--- src/rtl/layer_weight_loader.sv ---
// Streams neuron-major weight words from a valid/ready source into a layer.
// Ports: clk_i, rst_ni (sync, active low), start_i, abort_i, hold_i, word_* in; write_weight_o, sels, bus, busy_o, done_o out.
module layer_weight_loader #(
  parameter int INPUTS  = 400,
  parameter int NEURONS = 15,
  localparam int NW = (NEURONS > 1) ? $clog2(NEURONS) : 1,
  localparam int WW = (INPUTS > 0) ? $clog2(INPUTS + 1) : 1
) (
  input  logic          clk_i,
  input  logic          rst_ni,
  input  logic          start_i,
  input  logic          abort_i,
  input  logic          hold_i,
  input  logic          word_valid_i,
  input  logic [63:0]   word_data_i,
  output logic          word_ready_o,
  output logic          write_weight_o,
  output logic [NW-1:0] neuron_sel_o,
  output logic [WW-1:0] weight_sel_o,
  output logic [63:0]   weight_bus_o,
  output logic          busy_o,
  output logic          done_o
);

  typedef enum logic [1:0] {
    IDLE,
    LOAD,
    DRAIN,
    DONE
  } state_t;

  localparam logic [WW-1:0] W_LAST = WW'(INPUTS);
  localparam logic [NW-1:0] N_LAST = NW'(NEURONS - 1);

  state_t        state_q, state_d;
  logic [NW-1:0] n_cnt_q, n_cnt_d;
  logic [WW-1:0] w_cnt_q, w_cnt_d;
  logic          wr_q, wr_d;
  logic [NW-1:0] nsel_q, nsel_d;
  logic [WW-1:0] wsel_q, wsel_d;
  logic [63:0]   bus_q, bus_d;
  logic          accept;

  // abort and hold both block the handshake so an aborting cycle never accepts
  assign word_ready_o   = (state_q == LOAD) && !hold_i && !abort_i;
  assign accept         = word_valid_i && word_ready_o;
  assign write_weight_o = wr_q;
  assign neuron_sel_o   = nsel_q;
  assign weight_sel_o   = wsel_q;
  assign weight_bus_o   = bus_q;
  assign busy_o         = (state_q != IDLE);
  assign done_o         = (state_q == DONE);

  always_comb begin
    state_d = state_q;
    n_cnt_d = n_cnt_q;
    w_cnt_d = w_cnt_q;
    wr_d    = 1'b0;
    nsel_d  = nsel_q;
    wsel_d  = wsel_q;
    bus_d   = bus_q;
    unique case (state_q)
      IDLE: begin
        if (start_i) begin
          state_d = LOAD;
          n_cnt_d = '0;
          w_cnt_d = '0;
        end
      end
      LOAD: begin
        if (abort_i) begin
          state_d = IDLE;
        end else if (accept) begin
          wr_d   = 1'b1;
          nsel_d = n_cnt_q;
          wsel_d = w_cnt_q;
          bus_d  = word_data_i;
          if (n_cnt_q == N_LAST && w_cnt_q == W_LAST) begin
            state_d = DRAIN;
          end else if (w_cnt_q == W_LAST) begin
            w_cnt_d = '0;
            n_cnt_d = n_cnt_q + NW'(1);
          end else begin
            w_cnt_d = w_cnt_q + WW'(1);
          end
        end
      end
      // final write is on the outputs during this state
      DRAIN: state_d = abort_i ? IDLE : DONE;
      DONE:  state_d = IDLE;
      default: state_d = IDLE;
    endcase
  end

  always_ff @(posedge clk_i) begin
    if (!rst_ni) begin
      state_q <= IDLE;
      n_cnt_q <= '0;
      w_cnt_q <= '0;
      wr_q    <= 1'b0;
      nsel_q  <= '0;
      wsel_q  <= '0;
      bus_q   <= '0;
    end else begin
      state_q <= state_d;
      n_cnt_q <= n_cnt_d;
      w_cnt_q <= w_cnt_d;
      wr_q    <= wr_d;
      nsel_q  <= nsel_d;
      wsel_q  <= wsel_d;
      bus_q   <= bus_d;
    end
  end

endmodule

--- config.mk ---
export PLATFORM = sky130hd
export DESIGN_NAME = layer_weight_loader
export DESIGN_NICKNAME = d
export VERILOG_FILES = /design/src/rtl/layer_weight_loader.sv
export SDC_FILE = /design/constraint.sdc
export NUM_CORES = 1
export LEC_CHECK = 0
export CORE_MARGIN = 2
export CORE_UTILIZATION = 45
export CTS_CLUSTER_SIZE = 20
export DETAILED_ROUTE_END_ITERATION = 8
export MAX_ROUTING_LAYER = met4
export PLACE_DENSITY = 0.84
export SLEW_MARGIN = 30
export SYNTH_ARGS = -nofsm -noshare
export SYNTH_HDL_FRONTEND = slang
export SYNTH_SLANG_ARGS = --single-unit
--- constraint.sdc ---
create_clock -name clk_i -period 3.2 [get_ports clk_i]
set_input_delay 0.64 -clock clk_i [delete_from_list [all_inputs] [get_ports clk_i]]
set_output_delay 0.64 -clock clk_i [all_outputs]
set_load 0.005 [all_outputs]
==> flow_summary.json <==
{
  "status": "completed",
  "synth_top_area_frac": 0.528,
  "chipWidth_um": 92.5,
  "drt_iter0_markers": 207,
  "drt_pass1_iterations": 6,
  "hold_viol": 0,
  "endpoint_kind": "primary output",
  "layout.cells.non_filler": 683,
  "yosysTopAreaCell": "dfxtp_1",
  "routabilityCongestion": 0.959,
  "synth-edff-count": 0,
  "rrSetupSlack_ns": 1.28,
  "die_area_sq_um": 8560,
  "vias": 3440,
  "dieHeight_um": 92.5,
  "syn_nets": 512,
  "grt_max_degree": 59,
  "post-route-period-util": 0.859,
  "tightest_slew_ns": 0.663,
  "cts_tree": "done",
  "ctsHtreeMaxLevel": 3,
  "initial_core_util": 0.461,
  "ant_nets": 0,
  "synth-main-ff-cell": "dfxtp_1",
  "synth_cell_type_count": 36,
  "antenna_found_initial": 0,
  "crit_type": "in -> out",
  "regArea_sq_um": 1860,
  "drive_gt1_frac": 0.0465,
  "synth_cells": 438,
  "core_region_area_sq_um": 7650,
  "grt-ovfl-total": 0,
  "finalSetupViolations": 0,
  "drv_cap": 0,
  "place.detailed.hpwl_mm": 6.53,
  "drt_wl_total_mm": 9.12,
  "globalRouteTotalUtil": 0.218,
  "synth_seq_cells": 93,
  "cts_resized": 0,
  "r2r-end": "n_cnt_q[0]$_SDFFE_PN0P_",
  "setup_tns_ns": 0,
  "holdCritPathClass": "reg -> reg",
  "rsz0062_at_grt": "no",
  "grt_pass1_wl_mm": 14.8,
  "skew_ns": 0.00775,
  "synth_area_leaders": "dfxtp_1 53%, nand2_1 17%, a21oi_1 12%",
  "finalPower_w": 0.00204,
  "leakagePower_nw": 1.72,
  "synth_area_sq_um": 3530,
  "io_pins": 151,
  "yosysSeqAreaShare": 0.528,
  "numPortBuffers": 150,
  "crit_arrival_ns": 2.11,
  "crit_path_start": "abort_i",
  "fill_cells": 621,
  "cts_buffer_depth": 2,
  "diodes": 0,
  "fmax_ghz": 0.364,
  "synthArstFlopShare": 0,
  "reg2regPathDepth": 4,
  "vdd_ir_drop_max_v": 0.000226,
  "synth_common_cells": "157 x nand2_1, 93 x dfxtp_1, 83 x a21oi_1, 16 x clkbuf_1, 11 x buf_2",
  "multi_input_area_sq_um": 1520,
  "grt_pass1_vias": 3203,
  "crit_required_ns": 2.56,
  "placed_cells": 668,
  "min_period_ns": 2.75,
  "hold_buffers": 0,
  "cts.sinks": 93,
  "powerDensity_nw_per_um2": 387,
  "drc": 0,
  "path_clk_slew_ns": 0.08,
  "endpoint": "word_ready_o",
  "routedWlPerCell_um": 13.4,
  "rows": 32,
  "synthMostInstantiatedCell": "nand2_1",
  "via_per_inst": 5.04,
  "cp-start-kind": "input port",
  "relSlewSlack": 0.547,
  "critPathMaxFanout": 5,
  "num-nets-final": 651,
  "area_growth_pct": 49.2,
  "worst_skew_pair.late_latency_ns": 0.34,
  "root_buffer": "clkbuf_8",
  "maxSlewViolCount": 0,
  "cts-buffers-inserted": 9,
  "yosys_warnings": 0,
  "syn_area_per_cell_sq_um": 8.05,
  "r2r-start": "state_q[0]$_SDFFE_PN0P_",
  "post_cts_buffers": 0
}
where the power goes:
group | switching, W | internal (W) | leakage (nW)
logic | 0.0000656 | 0.000111 | 0.888
clock network | 0.000382 | 0.000302 | 0.0828
registers | 0.00000703 | 0.00117 | 0.750
total | 0.000455 | 0.00158 | 1.72
per-stage QoR:
step | setup WS [ns] | util | hold slack, ns | area, sq um
3_5_place_dp | 0.456 | 0.666 | 0.446 | 5090
4_1_cts | 0.460 | 0.688 | 0.456 | 5260
2_1_floorplan | 1.39 | - | 0.453 | 3530
6_report | 0.452 | 0.688 | 0.456 | 5260
3_3_place_gp | 0.502 | 0.666 | 0.441 | 5090
5_1_grt | 0.385 | 0.688 | 0.476 | 5260
critical path, cell delays in order:
cell and delay (ns):
clkdlybuf4s50_1 0.52, nor4b_4 0.38, clkdlybuf4s50_1 0.56
cells by family after synthesis:
| group | count (synthesis) | share of synthesized area |
|---|---|---|
| simple gates | 198 | 0.246 |
| compound gates | 104 | 0.159 |
| flops | 93 | 0.528 |
| buf+inv | 34 | 0.0404 |
| xor+xnor | 5 | 0.0124 |
| fa+ha+maj | 4 | 0.0142 |
cell usage in the layout (no fill, tap or decap), types with 2 or more instances in the layout:
master and n:
nand2_1 157, a211oi_1 2, nand3_1 9, o21ai_0 7, ha_1 4, xnor2_1 5
a21oi_1 83, buf_4 5, inv_1 5, a31oi_1 3, nand2b_1 3, dfxtp_1 93
or4_1 2, clkdlybuf4s50_1 150, clkbuf_8 10, a2111oi_0 2, nor2_1 7, or3_1 4
nand4b_1 3, and4bb_2 3, clkbuf_1 2
state kept, by name, summed over array words and instances (netlist names):
name and flops:
neuron_sel_o 4, n_cnt_q 4, weight_bus_o 64, w_cnt_q 9
write_weight_o 1, state_q 2, weight_sel_o 9
area by class of cell:
type / count / area share
Multi-Input combinational cell: 311 / 0.290
Sequential cell: 93 / 0.354
Clock inverter: 3 / 0.00404
Inverter: 6 / 0.00428
Tap cell: 102 / 0.0243
Timing Repair Buffer: 156 / 0.296
Clock buffer: 12 / 0.0276
worst min-delay path by stage:
stage,cells after the start,startpoint,endpoint,slack (ns)
global route,2,weight_bus_o[16]$_SDFFE_PN0P_,weight_bus_o[16]$_SDFFE_PN0P_,0.48
finish,2,weight_bus_o[16]$_SDFFE_PN0P_,weight_bus_o[16]$_SDFFE_PN0P_,0.46
global placement,2,weight_bus_o[47]$_SDFFE_PN0P_,weight_bus_o[47]$_SDFFE_PN0P_,0.44
detailed placement,2,weight_bus_o[16]$_SDFFE_PN0P_,weight_bus_o[16]$_SDFFE_PN0P_,0.45
floorplan,2,neuron_sel_o[0]$_SDFFE_PN0P_,neuron_sel_o[0]$_SDFFE_PN0P_,0.45
CTS,2,weight_bus_o[16]$_SDFFE_PN0P_,weight_bus_o[16]$_SDFFE_PN0P_,0.46
routing by layer:
layer	part of all wire	track usage	vias to the layer above
li1	-	-	1727
met1	0.43	0.256	1591
met2	0.50	0.376	108
met3	0.054	0.0391	14
met4	0.013	0.0784	0
met5	0	-	-
No activity file was read; power rests on OpenSTA's default activity.
